<file path="src/rtl/mul_acc.sv">
// Streaming multiply-accumulate around a 16x16 array multiplier: sums the truncated
// products of each in_last-delimited vector and emits sum, beat count and overflow flag.

module mul (
    input  logic [15:0] i_a,
    input  logic [15:0] i_b,
    output logic [31:0] o_p
);

    // w_row[r] holds the running partial sum shifted right by r; bit 0 is product bit r.
    logic [16:0] w_row [16];

    always_comb begin
        logic w_c;
        logic w_x;
        logic w_y;
        w_c = 1'b0;
        w_x = 1'b0;
        w_y = 1'b0;
        w_row[0] = {1'b0, i_a & {16{i_b[0]}}};
        for (int r = 1; r < 16; r++) begin
            w_c = 1'b0;
            for (int c = 0; c < 16; c++) begin
                w_x = w_row[r-1][c+1];
                w_y = i_a[c] & i_b[r];
                w_row[r][c] = w_x ^ w_y ^ w_c;
                w_c = (w_x & w_y) | (w_c & (w_x ^ w_y));
            end
            w_row[r][16] = w_c;
        end
        o_p = '0;
        for (int r = 0; r < 15; r++) begin
            o_p[r] = w_row[r][0];
        end
        o_p[31:15] = w_row[15];
    end

endmodule

module mul_acc #(
    parameter int unsigned ACC_W = 32,
    parameter int unsigned CNT_W = 16
) (
    input  logic             i_clk,
    input  logic             i_rst,
    input  logic             i_in_valid,
    output logic             o_in_ready,
    input  logic [15:0]      i_in_a,
    input  logic [15:0]      i_in_b,
    input  logic             i_in_last,
    output logic             o_out_valid,
    input  logic             i_out_ready,
    output logic [ACC_W-1:0] o_out_sum,
    output logic [CNT_W-1:0] o_out_count,
    output logic             o_out_ovf
);

    typedef enum logic {StIdle, StAccum} state_e;

    state_e           r_state;
    state_e           w_state_nxt;
    logic [15:0]      r_s1_a;
    logic [15:0]      r_s1_b;
    logic             r_s1_last;
    logic             r_s1_valid;
    logic [ACC_W-1:0] r_acc;
    logic [ACC_W-1:0] w_acc_nxt;
    logic [CNT_W-1:0] r_cnt;
    logic [CNT_W-1:0] w_cnt_nxt;
    logic             r_ovf;
    logic             w_ovf_nxt;
    logic             r_out_valid;
    logic [ACC_W-1:0] r_out_sum;
    logic [CNT_W-1:0] r_out_count;
    logic             r_out_ovf;

    logic             w_s1_adv;
    logic             w_xfer;
    logic             w_out_load;
    logic [31:0]      w_prod_full;
    logic [ACC_W:0]   w_prod_ext;
    logic [ACC_W:0]   w_sum_full;
    logic [CNT_W-1:0] w_cnt_calc;
    logic             w_ovf_calc;
    logic             w_unused_prod_hi;

    // Only a finished vector blocked by an occupied output slot holds stage 1.
    assign w_s1_adv   = r_s1_valid && !(r_s1_last && r_out_valid && !i_out_ready);
    assign o_in_ready = !r_s1_valid || w_s1_adv;
    assign w_xfer     = i_in_valid && o_in_ready;

    mul u_mul (
        .i_a (r_s1_a),
        .i_b (r_s1_b),
        .o_p (w_prod_full)
    );

    assign w_unused_prod_hi = ^w_prod_full[31:16];
    assign w_prod_ext       = {{(ACC_W-15){1'b0}}, w_prod_full[15:0]};

    always_comb begin
        w_sum_full = w_prod_ext;
        w_cnt_calc = CNT_W'(1);
        w_ovf_calc = 1'b0;
        if (r_state == StAccum) begin
            w_sum_full = {1'b0, r_acc} + w_prod_ext;
            w_cnt_calc = (r_cnt == '1) ? r_cnt : r_cnt + CNT_W'(1);
            w_ovf_calc = r_ovf | w_sum_full[ACC_W];
        end
    end

    always_comb begin
        w_state_nxt = r_state;
        w_acc_nxt   = r_acc;
        w_cnt_nxt   = r_cnt;
        w_ovf_nxt   = r_ovf;
        w_out_load  = 1'b0;
        if (w_s1_adv) begin
            if (r_s1_last) begin
                w_state_nxt = StIdle;
                w_acc_nxt   = '0;
                w_cnt_nxt   = '0;
                w_ovf_nxt   = 1'b0;
                w_out_load  = 1'b1;
            end else begin
                w_state_nxt = StAccum;
                w_acc_nxt   = w_sum_full[ACC_W-1:0];
                w_cnt_nxt   = w_cnt_calc;
                w_ovf_nxt   = w_ovf_calc;
            end
        end
    end

    always_ff @(posedge i_clk) begin
        if (i_rst) begin
            r_state     <= StIdle;
            r_s1_a      <= '0;
            r_s1_b      <= '0;
            r_s1_last   <= 1'b0;
            r_s1_valid  <= 1'b0;
            r_acc       <= '0;
            r_cnt       <= '0;
            r_ovf       <= 1'b0;
            r_out_valid <= 1'b0;
            r_out_sum   <= '0;
            r_out_count <= '0;
            r_out_ovf   <= 1'b0;
        end else begin
            if (w_xfer) begin
                r_s1_a     <= i_in_a;
                r_s1_b     <= i_in_b;
                r_s1_last  <= i_in_last;
                r_s1_valid <= 1'b1;
            end else if (w_s1_adv) begin
                r_s1_valid <= 1'b0;
            end
            r_state <= w_state_nxt;
            r_acc   <= w_acc_nxt;
            r_cnt   <= w_cnt_nxt;
            r_ovf   <= w_ovf_nxt;
            if (w_out_load) begin
                r_out_valid <= 1'b1;
                r_out_sum   <= w_sum_full[ACC_W-1:0];
                r_out_count <= w_cnt_calc;
                r_out_ovf   <= w_ovf_calc;
            end else if (r_out_valid && i_out_ready) begin
                r_out_valid <= 1'b0;
            end
        end
    end

    assign o_out_valid = r_out_valid;
    assign o_out_sum   = r_out_sum;
    assign o_out_count = r_out_count;
    assign o_out_ovf   = r_out_ovf;

endmodule

</file>
<file path="config.mk">
export PLATFORM = sky130hd
export DESIGN_NAME = mul_acc
export DESIGN_NICKNAME = d
export VERILOG_FILES = /design/src/rtl/mul_acc.sv
export SDC_FILE = /design/constraint.sdc
export NUM_CORES = 1
export LEC_CHECK = 0
export CORE_MARGIN = 5
export CORE_UTILIZATION = 29
export CTS_BUF_LIST = sky130_fd_sc_hd__clkbuf_4 sky130_fd_sc_hd__clkbuf_8
export CTS_CLUSTER_DIAMETER = 40
export DETAILED_ROUTE_END_ITERATION = 10
export SYNTH_ARGS = -nofsm -noshare
export SYNTH_HDL_FRONTEND = slang
export SYNTH_SLANG_ARGS = --single-unit
</file>
<file path="constraint.sdc">
create_clock -name i_clk -period 30.2 [get_ports i_clk]
set_input_delay 7.55 -clock i_clk [delete_from_list [all_inputs] [get_ports i_clk]]
set_output_delay 7.55 -clock i_clk [all_outputs]
set_load 0.02 [all_outputs]
</file>
==> run summary, run 1 <==
status = finished, final reports clean
setup bufs post-CTS = 0
vias per inst = 4.74
Relative slew margins = 27.2%
placed wire-length estimate = 17600 µm
initial antenna violation count = 0
type of the tightest min-delay check = reg2reg
final WL = 23400 µm
placer's final routability congestion estimate = 0.812
core area = 32600 µm²
number of global-route vias before repair = 7647
PD cells = 37.7 nW/µm²
Post-synth EDFFs = 0
crit-path cells = clkdlybuf4s50_1 -> nor2b_1 -> nand3_1 -> clkdlybuf4s50_1
kind of critical path = in2out
Cells after Synth = 1138
setup violators final = 0
TritonRoute pass-1 iters = 5
largest family of logic cells by synthesized area = adder cells
Starting DRT DRC Count = 468
syn nets = 1298
CP startpoint kind = input pin
Crit path arrival time = 9.09 ns
yosys warns = 0
Avg WL per Cell = 14.3 µm
Crit Path Max Fanout = 4
first-pass GRT wire length = 38800 µm
Crit. End Element = output port
post_cts resized = 0
share of layout cells above drive strength 1 = 5.02%
most used cell along the critical path = clkdlybuf4s50_1
CP max stage delay = 0.60 ns
post-synthesis cell type count = 63
Mapped Area = 9630 µm²
mux share of post-synthesis cell area = 1.39%
n_diodes = 0
Storage cell area = 2680 µm²
CTS tree = built
Setup Skew = 0.0214 ns
ys async rst share = 0%
Seq/Total Area, Yosys = 27.9%
top-area cell type share of the netlist area = 27.9%
Worst-Skew Late Latency = 0.47 ns
setup TNS = 0 ns
Design Area, Final = 11200 µm²
num ports = 88
multi-input logic area = 6380 µm²
top cells by area, synth = dfxtp_1 (28%), fa_1 (19%), nand2_1 (7.6%)
Remaining Overflow, GRT = 0
GRT Overall Usage = 12.9%
biggest area consumer among synthesized cells = dfxtp_1
cts hold-fix bufs = 0
Final period util = 55.1%
Via Count = 7765
synthesized-area fraction occupied by adder cells = 23.2%
r2r startpoint = r_s1_a[1]
RSZ-0062 raised after global routing = no
LEAKAGE = 4.36 nW
CTS clock-pin slew for the worst setup and hold paths = 0.08 ns
Synth Area in XOR/XNOR = 5.87%
Layout area overhead = 16.6%
Critical Path RT = 22.65 ns
Simple-Gate Fraction of Synth Area = 21.3%
Synth Area per Inst = 8.46 µm²
minimum clock period = 16.64 ns
Routed Antenna Nets = 0
Chip Width = 192 µm
Main synth FF type = dfxtp_1
PortBufs = 87
pin count of the biggest net entering global routing = 68
CTS max path bufs = 2
clock tree root buffer cell = clkbuf_8
cts bufs inserted = 17
Fillers = 3415
dpl cell area = 10800 µm²
Peak supply drop = 0.0215 mV
fin. max-slew vios = 0
Total Nets Final = 1343
total power = 423 µW
Worst setup startpoint = i_out_ready
Final Hold Viols = 0
post-synthesis register bit count = 134
Remaining DRCs = 0
Sink Count = 134
Initial Util = 29.5%
Worst-Margin Slew = 1.09 ns
Worst path slowest cell = clkdlybuf4s50_1
Peak Freq = 60.1 MHz
Compound-Gate Fraction of Synth Area = 14.5%
Core Rows = 66
Max Cap Viol = 0
Hold Startpoint = o_out_sum[21]
Chip Height = 192 µm
die area = 36900 µm²
CTS H-tree depth = 4
==> layout make-up <==
type                    count  area share [%]
multi-input cells         862            56.9
flip-flops and latches    134            23.9
repair buffers             93            8.14
well taps                 442            4.93
inverters                  75            2.51
clock buffers              18            2.21
clock inverters            14            1.44
==> routing by layer <==
| metal | up-vias | part of all wire [%] | global-route usage [%] |
|---|---|---|---|
| li1 | 3855 | - | - |
| met1 | 3762 | 46 | 17.0 |
| met2 | 129 | 47 | 21.3 |
| met3 | 19 | 4.5 | 2.65 |
| met4 | 0 | 2.1 | 4.47 |
| met5 | - | 0 | 0 |
==> placed cells by master (no fill, tap or decap), types with 3 or more instances in the layout <==
cell type,Yosys,final
a211oi_1,10,10
a21o_1,3,3
a21oi_1,98,98
a22oi_1,19,19
a311oi_1,4,4
a31oi_1,12,11
a41oi_1,4,4
and2_1,80,80
and3_1,6,6
buf_4,3,7
clkbuf_8,0,18
clkdlybuf4s50_1,0,86
dfxtp_1,134,134
fa_1,92,92
ha_1,31,31
inv_1,75,75
inv_6,0,5
mux2_2,3,3
mux2i_1,10,10
nand2_1,195,195
nand2b_1,7,7
nand3_1,20,20
nand4_1,4,4
nand4b_1,3,3
nor2_1,64,63
nor2b_1,5,5
nor3_1,8,8
o21ai_0,63,63
o31ai_1,4,4
or3_1,15,15
xnor2_1,34,34
xor2_1,28,28
==> synthesized netlist by cell type, types with 3 or more instances <==
master	instances
clkbuf_1	56
a21o_1	3
mux2i_1	10
ha_1	31
mux2_2	3
a22oi_1	19
nand4b_1	3
nand2_1	195
dfxtp_1	134
and2_1	80
nor2_1	64
nand3_1	20
or3_1	15
buf_2	4
inv_1	75
xnor2_1	34
a31oi_1	12
o21ai_0	63
fa_1	92
nand4_1	4
nor2b_1	5
nor3_1	8
o31ai_1	4
xor2_1	28
a41oi_1	4
nand2b_1	7
a311oi_1	4
buf_4	3
a21oi_1	98
a211oi_1	10
and3_1	6
==> critical path, delay by kind of cell <==
kind	cells	cell delay (ns)
buffers and inverters	2	1.01
AND/OR/NAND/NOR	2	0.52
==> sequential cells by signal (all words and copies together) (netlist names) <==
| signal | cells |
|---|---|
| r_ovf | 1 |
| r_s1_valid | 1 |
| r_s1_last | 1 |
| r_state | 1 |
| r_cnt | 16 |
| o_out_count | 16 |
| r_s1_a | 16 |
| o_out_ovf | 1 |
| r_s1_b | 16 |
| r_acc | 32 |
| o_out_sum | 32 |
| o_out_valid | 1 |
==> per-stage QoR <==
| step | instances | utilization, % | setup WS, ns | hold WS (ns) |
|---|---|---|---|---|
| 2_1_floorplan | 1138 | - | 14.65 | 0.436 |
| 3_5_place_dp | 1606 | 33.2 | 13.57 | 0.446 |
| 3_3_place_gp | 1606 | 33.2 | 13.62 | 0.436 |
| 4_1_cts | 1638 | 34.4 | 13.56 | 0.462 |
| 6_report | 1638 | 34.4 | 13.56 | 0.458 |
| 5_1_grt | 1638 | 34.4 | 13.45 | 0.471 |
==> report_power, final <==
part	switching [mW]	internal (mW)
clock network	0.0809	0.0778
logic	0.0439	0.0313
registers	0.00781	0.181
total	0.133	0.290
==> kinds of logic (layout without fill, tap and decap cells) <==
family,after synthesis,count (layout)
compound gates,237,237
xor+xnor,63,63
fa+ha+maj,123,123
buf+inv,142,200
flops,134,134
mux,13,13
simple gates,426,426
==> worst paths after layout <==
| kind | to | slack [ns] | cells past startpoint |
|---|---|---|---|
| max | o_in_ready | 13.56 | 4 |
| min | o_out_sum[21] | 0.46 | 2 |
| max reg2reg | r_acc[24] | 14.43 | 43 |
| min reg2reg | o_out_sum[21] | 0.46 | 2 |
(Power assumes the default switching activity.)
==> run 2, diff against run 1 <==
==> constraint.sdc (replaced) <==
create_clock -name i_clk -period 14.4 [get_ports i_clk]
set_input_delay 3.6 -clock i_clk [delete_from_list [all_inputs] [get_ports i_clk]]
set_output_delay 3.6 -clock i_clk [all_outputs]
set_load 0.02 [all_outputs]
==> run summary, run 2 (synthesis gave the netlist of run 1 again) <==
Chip Height = 192 µm (unchanged)
first-pass GRT wire length = 41200 µm (+6.3%)
Via Count = 7981 (+2.8%)
Relative slew margins = 23.8% (-3.5 points)
RSZ-0062 raised after global routing = yes
Crit. End Element = flip-flop
Crit Path Max Fanout = 4 (unchanged)
Sink Count = 134 (unchanged)
n_diodes = 0 (unchanged)
core area = 32600 µm² (unchanged)
kind of critical path = reg2reg
GRT Overall Usage = 13.8% (+0.87 points)
share of layout cells above drive strength 1 = 16.8% (+12 points)
Max Cap Viol = 0 (unchanged)
Routed Antenna Nets = 0 (unchanged)
LEAKAGE = 4.44 nW (+1.9%)
Setup Skew = 0.0231 ns (+0.00167 ns)
setup violators final = 0 (unchanged)
placer's final routability congestion estimate = 0.814 (+0.26%)
setup TNS = 0 ns (unchanged)
Crit path arrival time = 14.70 ns (+5.61 ns)
Initial Util = 29.5% (unchanged)
most frequent cells in the layout = nand2_1 (190), dfxtp_1 (129), a21oi_1 (92)
die area = 36900 µm² (unchanged)
CTS clock-pin slew for the worst setup and hold paths = 0.09 ns (about the same)
minimum clock period = 14.30 ns
CP delay by family, top = adder cells
Critical Path RT = 14.80 ns (-7.85 ns)
hold slack = 0.451 ns (-0.00728 ns)
Total Nets Final = 1370 (+2.0%)
clock tree root buffer cell = clkbuf_8
initial antenna violation count = 0 (unchanged)
Remaining DRCs = 0 (unchanged)
num ports = 88 (unchanged)
Worst-Margin Slew = 1.14 ns (+0.0517 ns)
Final Hold Viols = 0 (unchanged)
placed wire-length estimate = 18400 µm (+4.3%)
fin. max-slew vios = 0 (unchanged)
commonest non-fill, non-tap cell in the layout = nand2_1
PortBufs = 87 (unchanged)
type of the tightest min-delay check = reg2reg
CTS tree = built
Chip Width = 192 µm (unchanged)
status = finished, final reports clean
final WL = 24900 µm (+6.8%)
TritonRoute pass-1 iters = 4 (-1)
number of global-route vias before repair = 7952 (+4.0%)
cts hold-fix bufs = 0 (unchanged)
Starting DRT DRC Count = 424 (-9.4%)
Worst path slowest cell = fa_2
CTS H-tree depth = 4 (unchanged)
Final period util = 99.3%
CP max stage delay = 0.60 ns (about the same)
Buf/Inv on CP = 5 (+3)
Worst-Skew Late Latency = 0.47 ns (about the same)
pin count of the biggest net entering global routing = 58 (-15%)
Avg WL per Cell = 15.0 µm (+5.0%)
Remaining Overflow, GRT = 0 (unchanged)
vias per inst = 4.79 (+1.1%)
Peak supply drop = 0.0384 mV (+79%)
cts bufs inserted = 17 (unchanged)
PD cells = 77.0 nW/µm² (+100%)
most used cell along the critical path = fa_2
Layout area overhead = 22.4%
Peak Freq = 69.9 MHz
CP startpoint kind = flip-flop
CTS max path bufs = 2 (unchanged)
Core Rows = 66 (unchanged)
==> run 2: worst paths after layout <==
path	from	end	slack [ns]	depth (start not counted)
setup / recovery	r_s1_a[0]	r_acc[24]	0.1	44
hold reg to reg	o_out_sum[21]	o_out_sum[21]	0.45	2
hold / removal	o_out_sum[21]	o_out_sum[21]	0.45	2
setup reg to reg	r_s1_a[0]	r_acc[24]	0.1	44
==> run 2: through the flow <==
stage	power, mW	cells	util [%]	worst slack [ns]	area, µm²
after floorplan	0.516	1138	-	0.00798	9650
after global placement	0.573	1628	33.7	-0.374	11000
after detailed placement	0.575	1628	33.7	-0.506	11000
after CTS	0.917	1661	35.5	-0.0572	11600
after global routing	0.959	1665	36.1	-0.268	11800
final	0.908	1665	36.1	0.0971	11800
==> run 2: layout make-up <==
| type | instances | area [µm²] |
|---|---|---|
| Inverter | 75 | 282 |
| Sequential cell | 134 | 2690 |
| Multi-Input combinational cell | 863 | 6730 |
| Timing Repair Buffer | 119 | 1130 |
| Clock buffer | 18 | 241 |
| Tap cell | 442 | 553 |
| Clock inverter | 14 | 161 |
| Fill cell | 3352 | 20800 |
==> run 2: worst register-to-register path: cells and delay by family (launching register included) <==
| kind | cells | cell delay, ns |
|---|---|---|
| AOI/OAI and AO/OA | 3 | 0.47 |
| xor gates and xnor gates | 5 | 0.99 |
| adders and majority gates | 28 | 11.58 |
| buffers and inverters | 5 | 0.33 |
| DFF | 1 | 0.33 |
| and+or+nand+nor | 3 | 0.56 |
==> run 2: layer usage <==
metal | vias up | GRT usage, % | part of all wire [%]
met1 | 3870 | 18.9 | 47
met3 | 27 | 2.74 | 3.9
li1 | 3907 | - | -
met4 | 0 | 4.09 | 2.2
met5 | - | 0 | 0
met2 | 177 | 22.2 | 46
==> run 2: power breakdown <==
group	internal (mW)	switching [mW]
Combinational	0.0788	0.104
Clock	0.161	0.172
Sequential	0.380	0.0129
Total	0.620	0.288
==> run 2: what timing repair did <==
item | in CTS | in global routing
setup buffers | 1 | 4
cloned | 0 | 1
endpoints found under the setup margin | 36 | 36
gates resized for setup | 73 | 73
pin swaps | 53 | 38
